===== src/rtl/plx_lbus_slave_pkg.sv =====
// Shared definitions for the PLX 9030 local-bus slave front end:
// FSM state encoding, default address width and the byte-enable helper.
package plx_lbus_slave_pkg;

    typedef enum logic [1:0] {
        IDLE = 2'd0,
        WAIT = 2'd1,
        XFER = 2'd2,
        NEXT = 2'd3
    } state_t;

    localparam int DEFAULT_AW = 7;

    // LBE on the PLX side is active-low; the register file wants active-high.
    function automatic logic [3:0] lbe_to_be(input logic [3:0] lbe);
        return ~lbe;
    endfunction

endpackage


===== src/rtl/plx_lbus_slave_if.sv =====
// Local-bus signal bundle between the PLX 9030 (master side) and the
// slave front end, plus the register-file strobes the slave produces.
interface plx_lbus_slave_if #(
    parameter int AW = plx_lbus_slave_pkg::DEFAULT_AW
) ();

    logic          ADS;
    logic          LW_R;
    logic          BLAST;
    logic          CS0;
    logic [31:0]   LAD_in;
    logic [3:0]    LBE;

    logic          READY;
    logic [AW-1:0] addr;
    logic          wr_strobe;
    logic          rd_strobe;
    logic          fast_read;
    logic [3:0]    be;
    logic [31:0]   wdata;

    modport slave (
        input  ADS, LW_R, BLAST, CS0, LAD_in, LBE,
        output READY, addr, wr_strobe, rd_strobe, fast_read, be, wdata
    );

    modport master (
        output ADS, LW_R, BLAST, CS0, LAD_in, LBE,
        input  READY, addr, wr_strobe, rd_strobe, fast_read, be, wdata
    );

endinterface


===== src/rtl/plx_lbus_slave.sv =====
// PLX 9030 local-bus slave: turns ADS/LW_R/BLAST cycles into single-cycle
// register strobes with a latched, burst-incrementing word address and a
// registered active-low READY handshake. Every output is a flop.
module plx_lbus_slave
    import plx_lbus_slave_pkg::*;
#(
    parameter int WAIT_STATES = 1,
    parameter int AW          = DEFAULT_AW
) (
    input  logic            LClk,
    input  logic            clear_n,
    plx_lbus_slave_if.slave bus
);

    localparam bit         HAS_WAIT  = (WAIT_STATES > 0);
    localparam logic [2:0] WAIT_LOAD = (WAIT_STATES > 0) ? 3'(WAIT_STATES - 1) : 3'd0;

    state_t     state;
    logic       dir;
    logic [2:0] wait_cnt;
    logic       go_xfer;
    logic       go_write;

    // Decide whether the coming edge enters XFER, and in which direction.
    always_comb begin
        go_xfer  = 1'b0;
        go_write = dir;
        case (state)
            IDLE: begin
                if (!bus.ADS && bus.CS0 && !HAS_WAIT) begin
                    go_xfer  = 1'b1;
                    go_write = bus.LW_R;
                end
            end
            WAIT: begin
                if (wait_cnt == 3'd0) begin
                    go_xfer = 1'b1;
                end
            end
            NEXT: begin
                if (!HAS_WAIT) begin
                    go_xfer = 1'b1;
                end
            end
            default: begin
            end
        endcase
    end

    // Bus FSM with registered handshake, address and register-file outputs.
    always_ff @(posedge LClk) begin
        if (!clear_n) begin
            state         <= IDLE;
            dir           <= 1'b0;
            wait_cnt      <= 3'd0;
            bus.READY     <= 1'b1;
            bus.addr      <= '0;
            bus.wr_strobe <= 1'b0;
            bus.rd_strobe <= 1'b0;
            bus.fast_read <= 1'b0;
            bus.be        <= 4'h0;
            bus.wdata     <= 32'h0;
        end else begin
            bus.READY     <= 1'b1;
            bus.wr_strobe <= 1'b0;
            bus.rd_strobe <= 1'b0;

            case (state)
                IDLE: begin
                    if (!bus.ADS && bus.CS0) begin
                        bus.addr      <= bus.LAD_in[AW+1:2];
                        dir           <= bus.LW_R;
                        bus.fast_read <= !bus.LW_R;
                        wait_cnt      <= WAIT_LOAD;
                        state         <= HAS_WAIT ? WAIT : XFER;
                    end
                end
                WAIT: begin
                    if (wait_cnt == 3'd0) begin
                        state <= XFER;
                    end else begin
                        wait_cnt <= wait_cnt - 3'd1;
                    end
                end
                XFER: begin
                    if (!bus.BLAST) begin
                        state         <= IDLE;
                        bus.fast_read <= 1'b0;
                    end else begin
                        state    <= NEXT;
                        bus.addr <= bus.addr + AW'(1);
                    end
                end
                NEXT: begin
                    wait_cnt <= WAIT_LOAD;
                    state    <= HAS_WAIT ? WAIT : XFER;
                end
                default: begin
                    state <= IDLE;
                end
            endcase

            if (go_xfer) begin
                bus.READY <= 1'b0;
                bus.be    <= lbe_to_be(bus.LBE);
                if (go_write) begin
                    bus.wr_strobe <= 1'b1;
                    bus.wdata     <= bus.LAD_in;
                end else begin
                    bus.rd_strobe <= 1'b1;
                end
            end
        end
    end

endmodule


===== src/flat_wrapper.sv =====
// flat-port wrapper written by rule: the top's interface ports become plain ports
module plx_lbus_slave_flat import plx_lbus_slave_pkg::*;
#(
    parameter int WAIT_STATES = 1,
    parameter int AW          = DEFAULT_AW
)
  (LClk, clear_n, bus_ADS, bus_LW_R, bus_BLAST, bus_CS0, bus_LAD_in, bus_LBE, bus_READY, bus_addr, bus_wr_strobe, bus_rd_strobe, bus_fast_read, bus_be, bus_wdata);
  plx_lbus_slave_if #(.AW(AW)) bus_i ();
  input  logic LClk;
  input  logic clear_n;
  input wire logic [$bits(bus_i.ADS)-1:0] bus_ADS;
  input wire logic [$bits(bus_i.LW_R)-1:0] bus_LW_R;
  input wire logic [$bits(bus_i.BLAST)-1:0] bus_BLAST;
  input wire logic [$bits(bus_i.CS0)-1:0] bus_CS0;
  input wire logic [$bits(bus_i.LAD_in)-1:0] bus_LAD_in;
  input wire logic [$bits(bus_i.LBE)-1:0] bus_LBE;
  output wire logic [$bits(bus_i.READY)-1:0] bus_READY;
  output wire logic [$bits(bus_i.addr)-1:0] bus_addr;
  output wire logic [$bits(bus_i.wr_strobe)-1:0] bus_wr_strobe;
  output wire logic [$bits(bus_i.rd_strobe)-1:0] bus_rd_strobe;
  output wire logic [$bits(bus_i.fast_read)-1:0] bus_fast_read;
  output wire logic [$bits(bus_i.be)-1:0] bus_be;
  output wire logic [$bits(bus_i.wdata)-1:0] bus_wdata;
  assign bus_i.ADS = bus_ADS;
  assign bus_i.LW_R = bus_LW_R;
  assign bus_i.BLAST = bus_BLAST;
  assign bus_i.CS0 = bus_CS0;
  assign bus_i.LAD_in = bus_LAD_in;
  assign bus_i.LBE = bus_LBE;
  assign bus_READY = bus_i.READY;
  assign bus_addr = bus_i.addr;
  assign bus_wr_strobe = bus_i.wr_strobe;
  assign bus_rd_strobe = bus_i.rd_strobe;
  assign bus_fast_read = bus_i.fast_read;
  assign bus_be = bus_i.be;
  assign bus_wdata = bus_i.wdata;
  plx_lbus_slave #(.WAIT_STATES(WAIT_STATES), .AW(AW)) u_core (.LClk(LClk), .clear_n(clear_n), .bus(bus_i));
endmodule

===== config.mk =====
export PLATFORM = sky130hd
export DESIGN_NAME = plx_lbus_slave_flat
export DESIGN_NICKNAME = d
export VERILOG_FILES = /design/src/rtl/plx_lbus_slave_pkg.sv /design/src/rtl/plx_lbus_slave_if.sv /design/src/rtl/plx_lbus_slave.sv /design/src/flat_wrapper.sv
export SDC_FILE = /design/constraint.sdc
export NUM_CORES = 1
export LEC_CHECK = 0
export BUFFER_PORTS_ARGS = -buffer_cell sky130_fd_sc_hd__buf_2
export CELL_PAD_IN_SITES_DETAIL_PLACEMENT = 2
export CELL_PAD_IN_SITES_GLOBAL_PLACEMENT = 2
export CORE_ASPECT_RATIO = 1.25
export CORE_MARGIN = 10
export CORE_UTILIZATION = 29
export DETAILED_ROUTE_END_ITERATION = 8
export PLACE_DENSITY = 0.94
export SKIP_LAST_GASP = 1
export SYNTH_ARGS = -nofsm -noshare
export SYNTH_HDL_FRONTEND = slang
export SYNTH_SLANG_ARGS = --single-unit

===== constraint.sdc =====
create_clock -name LClk -period 4.5 [get_ports LClk]
set_input_delay 0.225 -clock LClk [delete_from_list [all_inputs] [get_ports LClk]]
set_output_delay 0.225 -clock LClk [all_outputs]
set_load 0.005 [all_outputs]

== Word-level counts from Yosys, hierarchy flattened ==
Index checks and enable logic that the tools add are counted.

* Add/sub/neg operators: 2
* Equality and inequality tests: 8
* Muxes and demuxes: 18
* Bitwise logic cells: 1
* Reduce and logical (&&, ||, !) cells: 14

{| class="wikitable"
|+ Operators by type and width
! kind !! count
|-
| 7-bit two-way mux || 2
|-
| 7-bit case mux with 2 select lines || 1
|-
| 3-bit case mux with 3 select lines || 1
|-
| 3-bit AND reduction || 3
|-
| 2-bit case mux with 4 select lines || 1
|-
| 2-bit AND reduction || 4
|-
| 7-bit by 1-bit adder with 7-bit output, second input constant || 1
|-
| 1-bit two-way mux || 7
|-
| 2-bit two-way mux || 3
|-
| 3-bit two-way mux || 2
|-
| 2-bit inequality test, second input constant || 3
|-
| 2-bit equality test, second input constant || 2
|-
| 2-bit by 1-bit inequality test with 1-bit output, second input constant || 2
|-
| 4-bit NOT || 1
|-
| 3-bit logical NOT || 1
|-
| 3-bit nonzero test || 1
|-
| 3-bit by 1-bit subtractor with 3-bit output, second input constant || 1
|-
| 2-bit by 1-bit equality test with 1-bit output, second input constant || 1
|-
| 1-bit logical NOT || 2
|-
| 2-bit logical NOT || 1
|-
| 1-bit case mux with 2 select lines || 1
|-
| 2-bit nonzero test || 1
|-
| 1-bit logical AND || 1
|}

* Flip-flop bits (word level): 53
* Bits of input ports: 42
* Output and inout port bits: 47
* Logic and storage cells: 53

== Longest topological paths before layout ==
Gate-level depths: netlist of run 1.

* Word-level depth: 4
* Mapped depth: 8
* Mapped depth without buffers: 7

== Worst setup path after synthesis of run 1 ==
OpenSTA, ideal clock, no wires.

* Path type: register -> register
* Start: register u_core.wait_cnt[0]
* End: register u_core.wait_cnt[0]
* Library setup time: 117 ps
* Arrival time: 1444 ps
* Required time: 4383 ps
* Setup slack: 2939 ps
* Cell stages (with the launch flop): 8
* Period minus slack after synthesis: 1561 ps
* Cells stage by stage: dfxtp_1 > inv_1 > ha_1 > ha_1 > and2_1 > buf_2 > nand2b_1 > a32o_1

* Word-level cells in the longest chain between the ends: 3
* Elaborated cells on any way between the ends: 6

{| class="wikitable"
|+ RTL lines
! what !! line !! text
|-
| from (decl) || plx_lbus_slave.sv:20 || <nowiki>logic [2:0] wait_cnt;</nowiki>
|-
| from (signal assigned) || plx_lbus_slave.sv:82 || <nowiki>wait_cnt <= wait_cnt - 3'd1;</nowiki>
|-
| 3-bit by 1-bit subtractor with 3-bit output or 3-bit logical NOT (tied branches) || plx_lbus_slave.sv:82, plx_lbus_slave.sv:79 ||
|-
| 3-bit two-way mux or 2-bit inequality test (tied branches) || - ||
|-
| 3-bit case mux with 3 select lines or 3-bit AND reduction (tied branches) || - ||
|}

Several ways; a longest one is shown, not always the timed one. The select of a mux whose other input is x is not followed.
A chain may end at the register's enable or synchronous reset.

== Final worst setup path of run 1 ==
* Start: register u_core.wait_cnt[0]
* End: register u_core.bus.wdata[25]

* Word-level cells in the longest chain between the ends: 4

{| class="wikitable"
|+ RTL lines
! what !! line !! text
|-
| 3-bit logical NOT || plx_lbus_slave.sv:36 || <nowiki>if (wait_cnt == 3'd0) begin</nowiki>
|-
| 1-bit two-way mux || plx_lbus_slave.sv:36 ||
|-
| 1-bit two-way mux || plx_lbus_slave.sv:28 || <nowiki>case (state)</nowiki>
|-
| 2-bit AND reduction (no line) || - ||
|-
| to (signal assigned) || plx_lbus_slave.sv:108 || <nowiki>bus.wdata <= bus.LAD_in;</nowiki>
|-
| to (decl) || plx_lbus_slave_if.sv:24 || <nowiki>output READY, addr, wr_strobe, rd_strobe, fast_read, be, wdata</nowiki>
|}

No other way between the ends.

==> results of run 1 <==
[final cells by class]
type / count / area [um^2]
clock buffer: 7 / 76.3
clock inverter: 1 / 7.51
fill: 903 / 4930
inverter: 11 / 41.3
multi-input combinational: 187 / 1110
sequential: 53 / 1060
tap: 95 / 119
timing repair buffer: 88 / 440
[power breakdown]
part | internal (mW) | switching (mW)
clock | 0.111 | 0.153
combinational | 0.0785 | 0.0936
sequential | 0.496 | 0.0225
[flip-flops by register name, summed over array words and instances (netlist names), 2 cells and up]
name	count
u_core.bus.wdata	32
u_core.bus.addr	7
u_core.bus.be	4
u_core.wait_cnt	3
u_core.state	2
[cell usage in the layout, fill, tap and decap left out, types with 2 or more instances in the layout]
master and n:
inv_1 11, nand3_1 4, and2_1 4, dfxtp_1 53, o211a_1 6, nand2_1 80
a32o_1 3, buf_2 88, ha_1 7, and3_1 2, o21ai_0 3, clkbuf_1 2
a21boi_0 3, nor2b_1 6, o21ai_1 5, a21oi_1 5, clkbuf_8 5, a21oi_2 2
mux2i_1 4, o22ai_1 3, nor2_1 7, a21boi_1 29
[stage by stage]
step / cell area, um^2 / utilization [%] / std cells / setup WS, ps / power [mW]
5_1_grt: 2860 / 36.7 / 442 / 1910 / 1.02
3_3_place_gp: 2780 / 35.6 / 434 / 2320 / 0.693
4_1_cts: 2860 / 36.7 / 442 / 2110 / 0.975
3_5_place_dp: 2780 / 35.6 / 434 / 2140 / 0.707
2_1_floorplan: 2300 / - / 268 / 2940 / 0.632
6_report: 2860 / 36.7 / 442 / 2170 / 0.954
[kinds of logic after synthesis]
group,share of synthesized area [%]
simple gates,20.0
buf+inv,5.59
compound gates,21.7
mux,2.82
fa+ha+maj,3.80
flops,46.1
[layer usage]
layer,up-vias,track usage (%),share of wire (%)
met4,0,3.05,1.2
met2,49,22.4,53
met3,8,3.16,5.7
met1,1018,13.0,40
met5,-,0,0
li1,1049,-,-
[final timing paths]
path                       start                    to  slack [ps]  depth (start not counted)
max           u_core.wait_cnt[0]  u_core.bus.wdata[25]        2170                          7
max reg2reg   u_core.wait_cnt[0]  u_core.bus.wdata[25]        2170                          7
min               bus_LAD_in[17]  u_core.bus.wdata[17]         150                          3
min reg2reg  u_core.bus.wdata[5]   u_core.bus.wdata[5]         460                          2
[worst min-delay path: stages]
cell	delay, ps
buf_2	100
nand2_1	50
a21boi_1	50
==> impl_metrics.json, run 1 <==
{
  "synth_edf_count": 0,
  "synthToLayoutAreaGrowth_pct": 24.1,
  "initial_core_util_pct": 29.6,
  "max_freq_mhz": 429,
  "arrival_ps": 2550,
  "grt_overflow": 0,
  "yosysTopAreaCellShare_pct": 46.1,
  "drc": 0,
  "die_w_um": 99.7,
  "status": "complete, no violations",
  "grt_setup_unrepaired": "no",
  "finalCritPeriodShare_pct": 51.8,
  "cts_hold_buf": 0,
  "p_leak_nw": 1.30,
  "die_y_um": 120,
  "hpwl_mm": 5.81,
  "synth_ff_type": "dfxtp_1",
  "synthTopCellsByArea": "dfxtp_1, nand2_1, a21boi_1",
  "finClkSkew_ps": 7.39,
  "yosysWarnings": 0,
  "drv_cap": 0,
  "drive_above_1_share_pct": 28.8,
  "clk_latency_ps": 300,
  "synth_seq_cells": 53,
  "cp_top_family": "simple AND/OR/NAND/NOR gates",
  "slowest_delay_ps": 830,
  "grt_pass1_wl_mm": 12.1,
  "drv_slew": 0,
  "wl_mm": 7.33,
  "startpoint_type": "flip-flop",
  "period_needed_ps": 2330,
  "synth_cells": 268,
  "wl_per_cell_um": 16.6,
  "io_pins": 89,
  "yosysSeqAreaShare_pct": 46.1,
  "worstHoldPathType": "in -> reg",
  "synth_fp_nets": 317,
  "crit_path_top_delay_cell": "nand2_1",
  "end_kind": "flip-flop",
  "avgSynthCellArea_um2": 8.59,
  "worst_pin_slew_ps": 1220,
  "antenna_found_initial": 0,
  "rows": 36,
  "hold_slack_ps": 149,
  "antenna_cells": 0,
  "setup_tns_ps": 0,
  "cts_max_level": 2,
  "dr.pass1.iters": 4,
  "drtIter0Drc": 45,
  "grt_use_total_pct": 12.1,
  "vias": 2124,
  "grt_pass1_vias": 2391,
  "grt_max_degree": 59,
  "cts_tree": "yes",
  "cts_buffers": 5,
  "port_buffers": 88,
  "cts_sinks": 53,
  "timing.slew.headroom_pct": 18.4,
  "path_class": "reg -> reg",
  "yosysMostFrequentCell": "nand2_1",
  "core_area_mm2": 0.00779,
  "vdd_drop_max_v": 0.000149,
  "synth_area_mm2": 0.00230,
  "cts_resized": 0,
  "clk_pin_slew_worst_paths_ps": 100,
  "ant_nets": 0,
  "final_hold_viol_count": 0,
  "worst-path-max-fanout": 32,
  "clk_path_buf_depth": 2,
  "nets": 395,
  "p_per_area_mw_per_mm2": 334,
  "gp_congestion": 0.771,
  "path_buf_inv": 1,
  "cts_setup_buffers": 0,
  "synth-async-reset-ratio_pct": 0,
  "synth_top_area_cell": "dfxtp_1",
  "setup-violations-final": 0,
  "path_cells": "inv_1 -> ha_1 -> ha_1 -> and2_1 -> nand2_1 -> nand2_1 -> a21boi_1",
  "yosys-top-cells-count": "nand2_1, dfxtp_1, a21boi_1",
  "vias_per_cell": 4.81,
  "netlist-cell-type-count": 36,
  "crit_required_ps": 4720,
  "die-area_mm2": 0.0119,
  "cts_root_buffer": "clkbuf_8"
}
Note: power is estimated with default switching activity, not from simulation.
==> run 2: changes to the inputs <==
--- a/config.mk
+++ b/config.mk
@@ -10,9 +10,9 @@
 export CELL_PAD_IN_SITES_GLOBAL_PLACEMENT = 2
 export CORE_ASPECT_RATIO = 1.25
 export CORE_MARGIN = 10
-export CORE_UTILIZATION = 29
+export CORE_UTILIZATION = 24
 export DETAILED_ROUTE_END_ITERATION = 8
-export PLACE_DENSITY = 0.94
+export PLACE_DENSITY = 0.84
 export SKIP_LAST_GASP = 1
 export SYNTH_ARGS = -nofsm -noshare
 export SYNTH_HDL_FRONTEND = slang
==> constraint.sdc (replaced) <==
create_clock -name LClk -period 2 [get_ports LClk]
set_input_delay 0.1 -clock LClk [delete_from_list [all_inputs] [get_ports LClk]]
set_output_delay 0.1 -clock LClk [all_outputs]
set_load 0.005 [all_outputs]
==> impl_metrics.json, run 2 (synthesized netlist as in run 1, its figures left out) <==
{
  "cts_buffers": 5,
  "wl_mm": 7.35,
  "vdd_drop_max_v": 0.000287,
  "worst_pin_slew_ps": 511,
  "setup_tns_ps": 0,
  "max_freq_mhz": 581,
  "status": "complete, no violations",
  "p_int_mw": 1.93,
  "grt_pass1_wl_mm": 12.1,
  "r2r_cells": 8,
  "clk_path_buf_depth": 2,
  "grt_overflow": 0,
  "port_buffers": 88,
  "vias": 2156,
  "setup-violations-final": 0,
  "wl_per_cell_um": 15.5,
  "drc": 0,
  "grt_use_total_pct": 10.6,
  "grt_pass1_vias": 2418,
  "largest_reg_flops": 32,
  "final_hold_viol_count": 0,
  "cts_sinks": 53,
  "vias_per_cell": 4.54,
  "dpl_cell_area_mm2": 0.00287,
  "end_kind": "flip-flop",
  "final_common_cell": "buf_2",
  "die_y_um": 130,
  "finalCritPeriodShare_pct": 86.1,
  "hpwl_mm": 5.80,
  "period_needed_ps": 1720,
  "drv_cap": 0,
  "die_w_um": 108,
  "cts_tree": "yes",
  "whs_path_depth": 3,
  "clk_latency_ps": 290,
  "clk_pin_slew_worst_paths_ps": 70,
  "grt_setup_unrepaired": "no",
  "cts_resized": 0,
  "net-switching-power_uw": 644,
  "io_pins": 89,
  "p_per_area_mw_per_mm2": 844,
  "initial_core_util_pct": 24.8,
  "synthToLayoutAreaGrowth_pct": 32.2,
  "gp_congestion": 0.691,
  "rows": 39,
  "power_mw": 2.57,
  "p_comb_share_pct": 15.3,
  "timing.slew.headroom_pct": 65.9,
  "use_met1_pct": 11.1,
  "nets": 400,
  "arrival_ps": 1940,
  "fill_cells": 1087,
  "drtIter0Drc": 49,
  "worst-path-max-fanout": 32,
  "die-area_mm2": 0.0139,
  "drive_above_1_share_pct": 30.1,
  "cts_max_level": 2,
  "ant_nets": 0,
  "clockPowerShare_pct": 39.4,
  "grt_util_met3_pct": 3.17,
  "gr-max-usage-layer": "met2",
  "startpoint_type": "flip-flop",
  "mostFrequentLayoutCells": "buf_2, nand2_1, dfxtp_1",
  "cts_setup_buffers": 0,
  "finClkSkew_ps": 5.06,
  "regMostFlops": "u_core.bus.wdata",
  "p_leak_nw": 1.38,
  "cts_root_buffer": "clkbuf_16",
  "reg_top3": "u_core.bus.wdata (32), u_core.bus.addr (7), u_core.bus.be (4)",
  "dr.pass1.iters": 4,
  "core_area_mm2": 0.00927,
  "antenna_cells": 0,
  "crit_required_ps": 2220,
  "grtUsageMet2_pct": 19.9,
  "antenna_found_initial": 0,
  "worstHoldPathType": "in -> reg",
  "cts_hold_buf": 0,
  "final_area_mm2": 0.00305,
  "path_class": "reg -> reg",
  "switching_share_pct": 25.1,
  "drv_slew": 0,
  "grt_max_degree": 34,
  "seq_power_share_pct": 45.3
}
==> run 2: changes by cell type in the layout (fill, tap and decap cells not counted), sizes merged <==
cell      change
buf           +5
bufinv        +1
clkinvlp      -1
==> run 2: critical path, cell delays in order, from the launching register on <==
cell and delay (ps):
dfxtp_1 340, inv_1 60, ha_1 190, ha_1 220, and2_1 250, nand2_1 160
buf_12 190, nand2_1 70, a21boi_0 150
==> run 2: area by class of cell <==
cell class	instances	area (um^2)	area share (%)
Tap cell	123	154	5.05
Clock buffer	7	143	4.68
Inverter	11	41.3	1.36
Clock inverter	1	30.0	0.986
Sequential cell	53	1060	34.8
Multi-Input combinational cell	187	1110	36.6
Timing Repair Buffer	93	503	16.5
==> run 2: metrics by stage <==
| step | utilization, % | cells | hold WS (ps) | setup WS (ps) |
|---|---|---|---|---|
| 2_1_floorplan | - | 268 | 235 | 439 |
| 3_3_place_gp | 31.0 | 467 | 343 | 383 |
| 3_5_place_dp | 31.0 | 467 | 352 | 264 |
| 4_1_cts | 32.8 | 475 | 37.4 | 247 |
| 5_1_grt | 32.8 | 475 | 41.6 | 74.1 |
| 6_report | 32.8 | 475 | 41.2 | 278 |
==> run 2: routing by layer <==
| layer | vias up | part of all wire, % | wire length [um] |
|---|---|---|---|
| li1 | 1063 | - | - |
| met1 | 1041 | 39 | 2890 |
| met2 | 46 | 54 | 3980 |
| met3 | 6 | 5.2 | 383 |
| met4 | 0 | 1.3 | 93 |
| met5 | - | 0 | 0 |
==> run 2: worst paths after layout <==
path | startpoint | to | slack, ps
worst max-delay path | u_core.wait_cnt[0] | u_core.bus.wdata[23] | 280
worst min-delay path | bus_LAD_in[12] | u_core.bus.wdata[12] | 40
worst max register to register | u_core.wait_cnt[0] | u_core.bus.wdata[23] | 280
worst min register to register | u_core.bus.wdata[30] | u_core.bus.wdata[30] | 450
==> run 2: power by group through the flow <==
stage                     registers, mW  clock network, mW  logic (mW)
after floorplan                    1.19                  0       0.236
after global placement             1.19                  0       0.386
final                              1.16               1.01       0.393
after global routing               1.17               1.10       0.456
after CTS                          1.16               1.06       0.408
after detailed placement           1.19                  0       0.407
